`src/rtl/pic_pkg.sv`:
```
// Shared widths, flush opcode and quadrature phase encoding for the pic fetch front end.
package pic_pkg;

    localparam int PC_W        = 8;
    localparam int OP_W        = 14;
    localparam int STACK_DEPTH = 8;
    localparam logic [OP_W-1:0] NOP_OP = 14'h0000;

    typedef enum logic [1:0] {Q1 = 2'd0, Q2 = 2'd1, Q3 = 2'd2, Q4 = 2'd3} phase_t;

    function automatic logic [3:0] phase_strobe(input phase_t p);
        return 4'b0001 << p;
    endfunction

endpackage

```
`src/rtl/pic_stack.sv`:
```
// Circular hardware return stack: wraps silently on overflow/underflow and flags each with a one-clock pulse.
module pic_stack #(
    parameter int DEPTH = 8,
    parameter int W     = 8
) (
    input  logic         clk,
    input  logic         reset,
    input  logic         push,
    input  logic         pop,
    input  logic [W-1:0] push_data,
    output logic [W-1:0] pop_data,
    output logic         ovf,
    output logic         unf
);

    localparam int SP_W  = $clog2(DEPTH);
    localparam int OCC_W = $clog2(DEPTH + 1);
    localparam logic [OCC_W-1:0] FULL = OCC_W'(DEPTH);

    logic [W-1:0]     mem [DEPTH];
    logic [SP_W-1:0]  sp;
    logic [SP_W-1:0]  sp_dec;
    logic [OCC_W-1:0] occ;

    assign sp_dec   = sp - SP_W'(1);
    assign pop_data = mem[sp_dec];

    always_ff @(posedge clk) begin
        if (push) begin
            mem[sp] <= push_data;
        end
    end

    // Occupancy only tracks fullness for the pulses; sp keeps wrapping regardless.
    always_ff @(posedge clk or negedge reset) begin
        if (!reset) begin
            sp  <= '0;
            occ <= '0;
            ovf <= 1'b0;
            unf <= 1'b0;
        end else begin
            ovf <= push && (occ == FULL);
            unf <= pop && !push && (occ == '0);
            if (push) begin
                sp <= sp + SP_W'(1);
                if (occ != FULL) occ <= occ + OCC_W'(1);
            end else if (pop) begin
                sp <= sp_dec;
                if (occ != '0) occ <= occ - OCC_W'(1);
            end
        end
    end

endmodule

```
`src/rtl/pic_fetch.sv`:
```
// pic instruction fetch: Q1..Q4 phase strobes, program counter, instruction register and return stack.
module pic_fetch
    import pic_pkg::*;
(
    input  logic            clk,
    input  logic            reset,
    input  logic [OP_W-1:0] prog_data,
    input  logic            jump_en,
    input  logic            call_en,
    input  logic            ret_en,
    input  logic            skip_en,
    input  logic [PC_W-1:0] jump_addr,
    output logic [PC_W-1:0] counter,
    output logic [OP_W-1:0] opcode,
    output logic            clk1,
    output logic            clk2,
    output logic            clk3,
    output logic            clk4,
    output logic            stack_ovf,
    output logic            stack_unf
);

    phase_t          phase;
    phase_t          phase_nxt;
    logic [3:0]      strobe;
    logic            update;
    logic            push;
    logic            pop;
    logic [PC_W-1:0] top;
    logic [PC_W-1:0] counter_nxt;
    logic [OP_W-1:0] opcode_nxt;

    assign phase_nxt = phase_t'(phase + 2'd1);
    assign {clk4, clk3, clk2, clk1} = strobe;
    assign update = strobe[3];

    always_ff @(posedge clk or negedge reset) begin
        if (!reset) begin
            phase  <= Q1;
            strobe <= 4'b0001;
        end else begin
            phase  <= phase_nxt;
            strobe <= phase_strobe(phase_nxt);
        end
    end

    // Return beats jump beats sequential; any redirect or skip discards the prefetched word.
    always_comb begin
        counter_nxt = counter + PC_W'(1);
        opcode_nxt  = prog_data;
        push        = 1'b0;
        pop         = 1'b0;
        if (ret_en) begin
            counter_nxt = top;
            pop         = update;
        end else if (jump_en) begin
            counter_nxt = jump_addr;
            push        = update && call_en;
        end
        if (ret_en || jump_en || skip_en) begin
            opcode_nxt = NOP_OP;
        end
    end

    always_ff @(posedge clk or negedge reset) begin
        if (!reset) begin
            counter <= '0;
            opcode  <= NOP_OP;
        end else if (update) begin
            counter <= counter_nxt;
            opcode  <= opcode_nxt;
        end
    end

    pic_stack #(
        .DEPTH(STACK_DEPTH),
        .W    (PC_W)
    ) u_stack (
        .clk      (clk),
        .reset    (reset),
        .push     (push),
        .pop      (pop),
        .push_data(counter),
        .pop_data (top),
        .ovf      (stack_ovf),
        .unf      (stack_unf)
    );

endmodule

```
`config.mk`:
```
export PLATFORM = sky130hd
export DESIGN_NAME = pic_fetch
export DESIGN_NICKNAME = d
export VERILOG_FILES = /design/src/rtl/pic_pkg.sv /design/src/rtl/pic_stack.sv /design/src/rtl/pic_fetch.sv
export SDC_FILE = /design/constraint.sdc
export NUM_CORES = 1
export LEC_CHECK = 0
export BUFFER_PORTS_ARGS = -buffer_cell sky130_fd_sc_hd__buf_2
export CAP_MARGIN = 15
export CORE_MARGIN = 3
export CORE_UTILIZATION = 32
export DETAILED_ROUTE_END_ITERATION = 12
export MAX_ROUTING_LAYER = met4
export SLEW_MARGIN = 15
export SYNTH_ARGS = -nofsm -noshare
export SYNTH_HDL_FRONTEND = slang
export SYNTH_SLANG_ARGS = --single-unit
export TNS_END_PERCENT = 1
```
`constraint.sdc`:
```
create_clock -name clk -period 2.5 [get_ports clk]
set_input_delay 0.125 -clock clk [delete_from_list [all_inputs] [get_ports clk]]
set_output_delay 0.125 -clock clk [all_outputs]
set_load 0.005 [all_outputs]
```
==> results of run 1 <==
worst min-delay path, stage by stage:
cell	delay (ps)
buf_2	70
nand2_1	40
o21ai_0	70
layer usage:
layer | share of wire | GRT usage
met3 | 0.030 | 0.01817
met1 | 0.43 | 0.1801
met2 | 0.52 | 0.2187
met5 | 0 | -
met4 | 0.011 | 0.05398
placed cells by master, fill, tap and decap left out, drive strengths merged, types with 5 or more instances in the layout:
cell type	count
edfxtp	64
nand2b	5
nor2b	5
o21ai	23
dlygate4sd3	12
nand2	22
inv	23
dfrtp	36
a21oi	10
clkbuf	15
mux4	16
nor2	14
ha	9
nor3	9
buf	78
mux2i	7
repair_timing:
action                     4_1_cts  5_1_grt
hold endpoints to repair        47        0
gates resized for setup          0        0
setup endpoints to repair        0        0
hold buffers                    12        0
how the worst min path moves through the flow:
stage | end | slack (ps) | depth (start not counted)
after floorplan | counter[0] | -170 | 0
after global placement | u_stack.occ[0] | 280 | 1
after detailed placement | u_stack.occ[0] | 290 | 1
after CTS | opcode[5] | 8 | 3
after global routing | opcode[12] | 20 | 3
final | opcode[5] | 3 | 3
layout make-up:
class,instances,area [sq um]
Fill cell,1232,7943
Clock buffer,15,305.3
Sequential cell,101,2849
Clock inverter,1,8.758
Multi-Input combinational cell,173,1424
Inverter,22,82.58
Timing Repair Buffer,90,568.0
Tap cell,176,220.2
cell families (layout without fill, tap and decap cells):
logic type | count (synthesis) | count (layout) | synth area share
DFF | 101 | 101 | 0.6438
AOI/OAI and AO/OA | 56 | 56 | 0.07832
buffers and inverters | 39 | 128 | 0.03591
and+or+nand+nor | 74 | 74 | 0.08255
xor gates and xnor gates | 7 | 7 | 0.01810
adders and majority gates | 9 | 9 | 0.02545
muxes | 27 | 27 | 0.1159
registers in the layout, indices dropped and copies added (netlist names):
signal / cells
u_stack.mem: 64
opcode: 14
phase: 2
u_stack.unf: 1
u_stack.occ: 4
strobe: 4
counter: 8
u_stack.ovf: 1
u_stack.sp: 3
per-stage QoR:
step	hold WS [ps]	util	worst slack, ps
finish	3.385	0.4073	283.0
global route	21.32	0.4073	109.8
CTS	7.714	0.4073	269.8
detailed placement	291.7	0.3749	283.9
global placement	279.6	0.3749	344.3
floorplan	-170.6	-	-102.6
power by group through the flow:
stage / Combinational [W] / Clock, W / Sequential (W)
finish: 0.00153 / 0.00142 / 0.00242
floorplan: 0.00118 / 0 / 0.00231
detailed placement: 0.00153 / 0 / 0.00246
global route: 0.00168 / 0.00153 / 0.00247
global placement: 0.00148 / 0 / 0.00245
CTS: 0.00155 / 0.00145 / 0.00243
==> qor.yml, run 1 <==
outcome: "finished clean"
worst_slew_pin_slew_ps: 836.2
synth-seq-cells: 101
synth_top_area_share: 0.4343
via_per_inst: 4.926
port_buffers: 55
die_h_microns: 123.6
cts_buffer_depth: 2
start_util: 0.3303
slew_viol_final: 0
endpoint_kind: "flop"
synth-main-ff-cell: "edfxtp_1"
worstSetupEndpoint: "counter[4]"
root_buffer: "clkbuf_16"
grt_overflow: 0
rsz0062_at_grt: "no"
cts_setup_buffers: 0
diodes: 0
ant_nets: 0
fin_nets: 434
p_total_w: 0.005369
clock-sinks: 101
ys_types: 48
crit_cells: 7
final_layout_size_suffix_gt1_frac: 0.2662
finalClockSkew_ps: 6.363
synthCells: 313
cts_made_buffers: 9
crit_arrival_ps: 2430
p_sw_frac: 0.3081
leakagePower_nw: 2.186
syn-cell-area_sq_um: 4425
rows: 42
hold_class: "in -> reg"
synth-async-reset-ratio: 0.3663
fmax_ghz: 0.4511
place_congestion: 0.8270
cts_max_level: 3
wl_mm: 9.815
placed_area_sq_um: 5024
final_cells: 578
drt_pass1_iterations: 4
fp.dieArea_sq_um: 15280
critPathMaxFanout: 14
ios: 56
switching_power_w: 0.001654
critPathMaxStageDelay_ps: 450
hp-start: "prog_data[5]"
grt_pass1_wl_mm: 15.32
synth_edf_count: 64
drc: 0
critPathTopFamily: "multiplexers"
share_comb_of_total_power: 0.284
coreArea_sq_um: 13400
worst-path-buf-inv: 2
syn_nets: 350
antenna_found_initial: 0
power_density_nw_per_um2: 983.7
slowest_stage: "dfrtp_1"
worstSetupPathType: "reg -> reg"
clock_latency_ps: 340
ys_seq_area_frac: 0.6438
reg2reg_to: "counter[4]"
hpwl_mm: 6.851
ff2ff_path_depth: 7
via_count: 2847
startpoint_type: "flop"
area_growth_pct: 23.32
synth.area.top_cells: "edfxtp_1 (43%), dfrtp_1 (20%), mux4_1 (5.3%)"
cts_tree: "done"
hold_violations: 0
synth.largest_area_cell: "edfxtp_1"
grt_max_degree: 38
yosys.cell_count.top_type: "edfxtp_1"
critical_path_required_ps: 2720
clk_pin_slew_ps: 60
maxSlewHeadroom: 0.4425
cellInternalPower_w: 0.003715
stdcell_area_sq_um: 5458
synthTopCellsByCount: "edfxtp_1 (64), dfrtp_1 (36), o21ai_0 (23)"
ys_warn_count: 0
grt_usage: 0.1374
worstPathCellList: "inv_1 -> ha_1 -> buf_4 -> mux4_1 -> mux2i_1 -> nor2_1 -> or3_1"
rr_startpoint: "u_stack.sp[1]"
max-cap-violations: 0
die_w_microns: 123.6
place_inst: 550
wl_per_cell_microns: 16.98
fin_crit_sh: 0.8868
ff2ff_setup_slack_ps: 280
power_frac_seq: 0.450
first_global_vias: 2858
drt_iter0_drc: 203
cp-startpoint: "u_stack.sp[1]"
finalSetupViolCount: 0
irDropWorstVdd_uv: 351.5
syn_area_per_cell_sq_um: 14.14
setup-tns-final_ps: 0
p_clk_frac: 0.265
min_period_ps: 2217
Power figures use the tool's default switching activity.
==> inputs of run 2 (changes only) <==
--- a/config.mk
+++ b/config.mk
@@ -7,12 +7,13 @@
 export LEC_CHECK = 0
 export BUFFER_PORTS_ARGS = -buffer_cell sky130_fd_sc_hd__buf_2
 export CAP_MARGIN = 15
-export CORE_MARGIN = 3
+export CORE_MARGIN = 4
 export CORE_UTILIZATION = 32
 export DETAILED_ROUTE_END_ITERATION = 12
 export MAX_ROUTING_LAYER = met4
 export SLEW_MARGIN = 15
 export SYNTH_ARGS = -nofsm -noshare
 export SYNTH_HDL_FRONTEND = slang
+export SYNTH_HIERARCHICAL = 1
 export SYNTH_SLANG_ARGS = --single-unit
 export TNS_END_PERCENT = 1
==> run 2 against run 1 <==
The run now fails in detailed routing (5_2_route). Global-route usage rose by 0.27 points. Synthesized area shrank 2.8%. Synthesized cell count down 17%.
==> qor.yml, run 2 <==
outcome: "stopped before the end"
failing_step: "detailed routing (5_2_route)"
error: "[ERROR DRT-0255] Maze Route cannot find path of net clk in worker of routeBox ( 96600 0 ) ( 123925 48300 )."
syn-cell-area_sq_um: 4300  # -2.8%
synth-seq-cells: 101  # unchanged
ys_seq_area_frac: 0.6625  # +0.01873
synth-async-reset-ratio: 0.3663  # unchanged
synth_edf_count: 64  # unchanged
syn_area_per_cell_sq_um: 16.48  # +17%
syn_nets: 299  # -15%
ys_types: 45  # -6.3%
root_buffer: "clkbuf_16"
synthAdderAreaFrac: 0.03084  # +0.005396
yosys.area_share.simple: 0.06197  # -0.02058
synth-main-ff-cell: "edfxtp_1"
synth_compound_area_frac: 0.06517  # -0.01314
synthCells: 261  # -17%
synthTopCellsByCount: "edfxtp_1 (64), dfrtp_1 (36), nand2_1 (17)"
ios: 56  # unchanged
synth-xor-area-share: 0.01426  # -0.003838
grt_overflow: 0  # unchanged
ys_warn_count: 6  # +6
synthMuxAreaShare: 0.1353  # +0.01937
die_w_microns: 123.9  # +0.26%
cts_max_level: 3  # unchanged
hpwl_mm: 6.485  # -5.3%
clock-sinks: 101  # unchanged
synth_top_family_by_area: "multiplexers"
synth_top_area_share: 0.4469  # +0.01264
grt_pass1_wl_mm: 15.27  # -0.36%
cts_buffer_depth: 2  # unchanged
grt_max_degree: 38  # unchanged
start_util: 0.3260  # -0.004223
synth.area.top_cells: "edfxtp_1 (45%), dfrtp_1 (21%), mux4_1 (5.5%)"
place_congestion: 0.7875  # -4.8%
antenna_found_initial: 0  # unchanged
die_h_microns: 123.9  # +0.26%
grt_usage: 0.1402  # +0.002746
port_buffers: 55  # unchanged
first_global_vias: 2730  # -4.5%
yosys.cell_count.top_type: "edfxtp_1"
rows: 42  # unchanged
synth.largest_area_cell: "edfxtp_1"
cts_made_buffers: 9  # unchanged
[run 2: changes by cell type after synthesis, moves of 7 or more]
cell	before	now
mux2_2	3	12
inv_1	22	7
clkbuf_1	11	4
a21oi_1	10	3
a22o_1	1	14
o21ai_0	23	8
[run 2: per-layer routing]
layer,track usage
met1,0.1778
met2,0.2207
met3,0.03815
met4,0.04449
met5,-
[run 2: cells by family after synthesis]
logic type | count (synthesis)
flops | 101
simple gates | 52
compound gates | 38
mux | 32
buf+inv | 21
fa+ha+maj | 10
xor+xnor | 7
[run 2: timing repair]
| item | in CTS | in global routing |
|---|---|---|
| resized for setup | 0 | 0 |
| endpoints found under the setup margin | 0 | 0 |
| hold buffers | 14 | 0 |
| setup buffers | 0 | 0 |
| hold endpoints to repair | 49 | 0 |
[run 2: stage by stage]
stage	instances	utilization	setup WS, ps	cell area [sq um]	hold WS [ps]
after floorplan	261	-	104.5	4302	-170.6
after global placement	500	0.3690	420.2	4867	283.2
after detailed placement	500	0.3690	313.9	4867	298.7
after CTS	530	0.4053	297.2	5346	3.573
after global routing	530	0.4053	153.0	5346	7.213
==> inputs of run 3 (changes only) <==
--- a/config.mk
+++ b/config.mk
@@ -8,9 +8,9 @@
 export BUFFER_PORTS_ARGS = -buffer_cell sky130_fd_sc_hd__buf_2
 export CAP_MARGIN = 15
 export CORE_MARGIN = 4
-export CORE_UTILIZATION = 32
+export CORE_UTILIZATION = 20
 export DETAILED_ROUTE_END_ITERATION = 12
-export MAX_ROUTING_LAYER = met4
+export PLACE_DENSITY_LB_ADDON = 0.15
 export SLEW_MARGIN = 15
 export SYNTH_ARGS = -nofsm -noshare
 export SYNTH_HDL_FRONTEND = slang
==> constraint.sdc (replaced) <==
create_clock -name clk -period 3.25 [get_ports clk]
set_input_delay 0.1625 -clock clk [delete_from_list [all_inputs] [get_ports clk]]
set_output_delay 0.1625 -clock clk [all_outputs]
set_load 0.005 [all_outputs]
==> run 3 against run 2 <==
Synthesized cell count unchanged. Global-route usage down 4.4 points. The run now ends clean. Synthesized area unchanged.
==> qor.yml, run 3 <==
synth.area.top_cells: "edfxtp_1 (45%), dfrtp_1 (21%), mux4_1 (5.5%)"
hpwl_mm: 7.418  # +14%
ant_nets: 0
cts_hold_buffers: 1  # -13
grt_util_met2: 0.1527  # -0.06802
cellInternalPower_w: 0.002793
cts_tree: "done"
cts_resized: 0  # unchanged
drt_iter0_drc: 150
clk_pin_slew_ps: 70
grt_pass1_wl_mm: 16.94  # +11%
seqCellArea_sq_um: 2849
place_congestion: 0.6972  # -11%
worst_slew_pin_slew_ps: 897.3
grt_use_met1: 0.1256  # -0.05215
cts_buffer_depth: 2  # unchanged
ys_types: 45  # unchanged
switching_power_w: 0.001272
synthCells: 261  # unchanged
first_global_vias: 2703  # -0.99%
drc: 0
power_density_nw_per_um2: 774.1
worstSetupPathType: "reg -> reg"
finalClockSkew_ps: 10.55
syn_nets: 299  # unchanged
yosys.cell_count.top_type: "edfxtp_1"
grt_util_met3: 0.01987  # -0.01828
grt_usage: 0.09591  # -0.04428
wl_per_cell_microns: 17.76
diodes: 0
synth_top_area_share: 0.4469  # unchanged
synth-async-reset-ratio: 0.3663  # unchanged
cts_made_buffers: 9  # unchanged
ios: 56  # unchanged
syn_area_per_cell_sq_um: 16.48  # unchanged
rsz0062_at_grt: "no"
wl_mm: 10.82
holdPathEnd: "opcode[2]"
irDropWorstVdd_uv: 260.3
layout_commonest_cell: "edfxtp_1"
nFillCells: 2182
hold_class: "in -> reg"
final_layout_size_suffix_gt1_frac: 0.3263
leakagePower_nw: 2.037
maxSlewHeadroom: 0.4018
p_clk_frac: 0.266
fmax_ghz: 0.4176
clock-sinks: 101  # unchanged
fp.dieArea_sq_um: 23910
ff2ff_path_depth: 7
setup-tns-final_ps: 0
via_per_inst: 4.074
outcome: "finished clean"
synth-main-ff-cell: "edfxtp_1"
endpoint_kind: "flop"
hold_depth: 2
critical_path_required_ps: 3470
antenna_found_initial: 0  # unchanged
clock_latency_ps: 350
synth-seq-cells: 101  # unchanged
reg_top3: "u_stack/mem (64), opcode (14), counter (8)"
hold_violations: 0
finalSetupViolCount: 0
die_w_microns: 154.6  # +25%
synth_edf_count: 64  # unchanged
reg2reg_to: "counter[4]"
ff2ff_setup_slack_ps: 860
cts_setup_buffers: 0  # unchanged
area_growth_pct: 22.11
ys_seq_area_frac: 0.6625  # unchanged
power_frac_seq: 0.452
syn-cell-area_sq_um: 4300  # unchanged
port_buffers: 55  # unchanged
grt_max_degree: 38  # unchanged
hp-start: "prog_data[2]"
multiInputGateArea_sq_um: 1323
rows: 53  # +26%
root_buffer: "clkbuf_16"
crit_arrival_ps: 2610
fin_nets: 367
fin_crit_sh: 0.7368
synth.largest_area_cell: "edfxtp_1"
rr_startpoint: "u_stack/sp[1]"
share_comb_of_total_power: 0.282
drt_pass1_iterations: 4
coreArea_sq_um: 21090
ys_warn_count: 6  # unchanged
cts_max_level: 3  # unchanged
startpoint_type: "flop"
die_h_microns: 154.6  # +25%
whs_ps: 25.03
min_period_ps: 2395
top_register: "u_stack/mem"
layout_common_cells: "edfxtp_1 (64), buf_2 (55), dfrtp_1 (36)"
max-cap-violations: 0
critPathMaxFanout: 10
grt_overflow: 0  # unchanged
largest_reg_flops: 64
via_count: 2481
busiest_layer: "met2"
slew_viol_final: 0
p_sw_frac: 0.3130
start_util: 0.2039  # -0.1221
synthTopCellsByCount: "edfxtp_1 (64), dfrtp_1 (36), nand2_1 (17)"
run 3: power by group through the flow:
stage / registers (W) / clock network, W / logic [W]
CTS: 0.00184 / 0.00112 / 0.00120
finish: 0.00184 / 0.00108 / 0.00115
global placement: 0.00187 / 0 / 0.00117
detailed placement: 0.00187 / 0 / 0.00119
floorplan: 0.00178 / 0 / 0.000834
global route: 0.00188 / 0.00119 / 0.00129
run 3: how the worst max path moves through the flow:
stage	start	to	slack, ps	cells after the start
6_report	u_stack/sp[1]	counter[4]	860	7
5_1_grt	u_stack/sp[1]	counter[7]	680	7
4_1_cts	u_stack/sp[1]	counter[7]	830	7
3_5_place_dp	u_stack/sp[1]	counter[4]	850	7
3_3_place_gp	u_stack/sp[1]	counter[4]	900	7
2_1_floorplan	u_stack/sp[0]	counter[5]	740	11
run 3: cell families after synthesis:
family | synth area share
AO/OA/AOI/OAI | 0.06518
adder cells (fa/ha/maj) | 0.03084
buffers and inverters | 0.02996
XOR/XNOR | 0.01426
multiplexers | 0.1353
flip-flops | 0.6625
AND/OR/NAND/NOR | 0.06198
run 3: critical path, cell delays in order (launching register included):
cell      delay, ps
dfrtp_1         430
inv_1            90
ha_1            560
buf_12          200
mux4_2          290
mux2_2          280
a221oi_1        290
o22ai_1         110
run 3: final cells by class:
type                       instances  share of cell area
multi-input combinational        139              0.2518
sequential                       101              0.5425
tap                              275             0.06552
timing repair buffer              70             0.07672
clock buffer                      10             0.04765
inverter                           8            0.005718
clock inverter                     6             0.01001
run 3: through the flow:
step	worst slack (ps)	total power (W)	std cells	util	instance area, sq um
3_3_place_gp	902.5	0.003039	592	0.2342	4938
2_1_floorplan	738.3	0.002612	261	-	4300
3_5_place_dp	845.8	0.003065	592	0.2342	4938
5_1_grt	683.5	0.004354	609	0.2490	5251
4_1_cts	832.8	0.004158	609	0.2490	5251
6_report	855.3	0.004065	609	0.2490	5251
run 3: per-layer routing:
| layer | routed length, microns | vias up |
|---|---|---|
| li1 | - | 1151 |
| met1 | 5010 | 1252 |
| met2 | 5148 | 62 |
| met3 | 414 | 16 |
| met4 | 241 | 0 |
| met5 | 0 | - |
==> inputs of run 4 (changes only) <==
==> constraint.sdc (replaced) <==
create_clock -name clk -period 2.25 [get_ports clk]
set_input_delay 0.1125 -clock clk [delete_from_list [all_inputs] [get_ports clk]]
set_output_delay 0.1125 -clock clk [all_outputs]
set_load 0.005 [all_outputs]
==> run 4 against run 3 <==
Routed wire length about the same. Power up 46%. Clock-buffer cell count up 1. Combinational power up 65%. Hold slack better by 73 ps. Non-clock buffer count up 24. Critical path type unchanged.
==> qor.yml, run 4 (synthesized netlist as in run 3, its figures left out) <==
final_layout_size_suffix_gt1_frac: 0.3296  # +0.003262
largest_reg_flops: 64  # unchanged
min_period_ps: 2129  # -265.9 ps
antenna_found_initial: 0  # unchanged
root_buffer: "clkbuf_16"
top_register: "u_stack/mem"
drt_iter0_drc: 118  # -21%
port_buffers: 55  # unchanged
worstSetupPathType: "reg -> reg"
wl_per_cell_microns: 17.08  # -3.8%
start_util: 0.2039  # unchanged
finalSetupViolCount: 0  # unchanged
switching_power_w: 0.001917  # +51%
clock-sinks: 101  # unchanged
place_congestion: 0.6931  # -0.59%
setup-tns-final_ps: 0  # unchanged
finalClockSkew_ps: 7.710  # -2.839 ps
power_frac_seq: 0.439  # -0.013
leakagePower_nw: 2.137  # +4.9%
hold_violations: 0  # unchanged
startpoint_type: "flop"
critical_path_required_ps: 2470  # -1000 ps
cts_resized: 0  # unchanged
via_count: 2530  # +2.0%
rsz0062_at_grt: "no"
coreArea_sq_um: 21090  # unchanged
first_global_vias: 2755  # +1.9%
hold_depth: 3  # +1
wl_mm: 10.81  # about the same
cts_tree: "done"
utilization: 0.2577  # +0.008663
worst_slew_pin_slew_ps: 884.9  # -12.48 ps
layout_commonest_cell: "edfxtp_1"
grt_pass1_wl_mm: 16.68  # -1.5%
ios: 56  # unchanged
grt_overflow: 0  # unchanged
cts_made_buffers: 9  # unchanged
rows: 53  # unchanged
die_w_microns: 154.6  # unchanged
grt_usage: 0.09344  # -0.002471
hold_class: "in -> reg"
clk_pin_slew_ps: 70  # about the same
cts_max_level: 3  # unchanged
fin_crit_sh: 0.9462  # +0.2093
share_comb_of_total_power: 0.321  # +0.039
fp.dieArea_sq_um: 23910  # unchanged
maxSlewHeadroom: 0.4101  # +0.008320
reg_top3: "u_stack/mem (64), opcode (14), counter (8)"
p_sw_frac: 0.3228  # +0.009828
clock_latency_ps: 350  # about the same
ant_nets: 0  # unchanged
grt_max_degree: 38  # unchanged
drc: 0  # unchanged
critPathMaxFanout: 12  # +2
endpoint_kind: "flop"
fmax_ghz: 0.4697  # +12%
ff2ff_path_depth: 5  # -2
hpwl_mm: 7.259  # -2.1%
area_growth_pct: 26.36
cts_buffer_depth: 2  # unchanged
rr_startpoint: "u_stack/sp[0]"
fin_nets: 391  # +6.5%
p_clk_frac: 0.240  # -0.026
holdPathEnd: "counter[2]"
irDropWorstVdd_uv: 373.2  # +43%
max-cap-violations: 0  # unchanged
layout_common_cells: "edfxtp_1 (64), buf_2 (55), dfrtp_1 (36)"
crit_arrival_ps: 2350  # -260 ps
slew_viol_final: 0  # unchanged
hp-start: "jump_addr[2]"
nFillCells: 2207  # +1.1%
cellInternalPower_w: 0.004022  # +44%
die_h_microns: 154.6  # unchanged
diodes: 0  # unchanged
reg2reg_to: "counter[7]"
via_per_inst: 3.997  # -1.9%
power_density_nw_per_um2: 1093  # +41%
ff2ff_setup_slack_ps: 120  # -730 ps
outcome: "finished clean"
drt_pass1_iterations: 4  # unchanged
-- run 4: cell count changes in the layout (fill, tap and decap cells not counted), sizes merged --
cell         delta
clkbuf          +1
buf            +10
dlygate4sd3    +14
clkinvlp        -1
clkinv          +2
inv             -2
-- run 4: routing by layer --
layer	part of all wire	track usage	wire, microns	vias up
met2	0.47	0.1502	5078	56
met3	0.040	0.02154	435	15
met4	0.015	0.03280	166	0
met1	0.47	0.1241	5130	1263
met5	0	0	0	-
li1	-	-	-	1196
-- run 4: how the worst max path moves through the flow --
stage | slack, ps | start | to | cells past startpoint
finish | 120 | u_stack/sp[0] | counter[7] | 5
global route | 10 | u_stack/sp[0] | counter[7] | 5
CTS | 90 | u_stack/sp[0] | counter[7] | 5
detailed placement | 110 | u_stack/sp[0] | counter[7] | 5
global placement | 160 | u_stack/sp[0] | counter[7] | 5
floorplan | 0.06 | u_stack/sp[0] | counter[1] | 11
-- run 4: cell type report --
class	count	area, sq um	area share
clock buffer	11	232.7	0.04283
timing repair buffer	94	618.1	0.1137
tap	275	344.1	0.06332
clock inverter	5	27.53	0.005066
sequential	101	2849	0.5243
multi-input combinational	139	1333	0.2452
inverter	8	30.03	0.005526
-- run 4: what timing repair did --
action                    in CTS  in global routing
buffers inserted               0                  0
hold buffers                  15                  0
hold endpoints to repair      50                  0
-- run 4: through the flow --
stage	power (W)	cell area, sq um	cells	hold slack, ps	worst slack, ps
2_1_floorplan	0.003862	4327	261	-183.1	0.05995
3_3_place_gp	0.004563	5024	602	293.1	160.4
3_5_place_dp	0.004584	5024	602	304.0	114.0
4_1_cts	0.006064	5434	633	83.88	93.82
5_1_grt	0.006297	5434	633	109.4	10.10
6_report	0.005940	5434	633	97.55	121.2
-- run 4: worst max-delay path: stages (launching register included) --
cell	delay [ps]
dfrtp_1	390
buf_4	270
mux4_1	600
mux2_2	320
a221oi_1	310
o22ai_1	110
-- run 4: power by group through the flow --
stage               clock, W  combinational (W)  sequential [W]
floorplan                  0            0.00129         0.00257
global placement           0            0.00191         0.00265
detailed placement         0            0.00193         0.00265
CTS                  0.00149            0.00196         0.00261
global route         0.00156            0.00208         0.00266
finish               0.00143            0.00190         0.00261
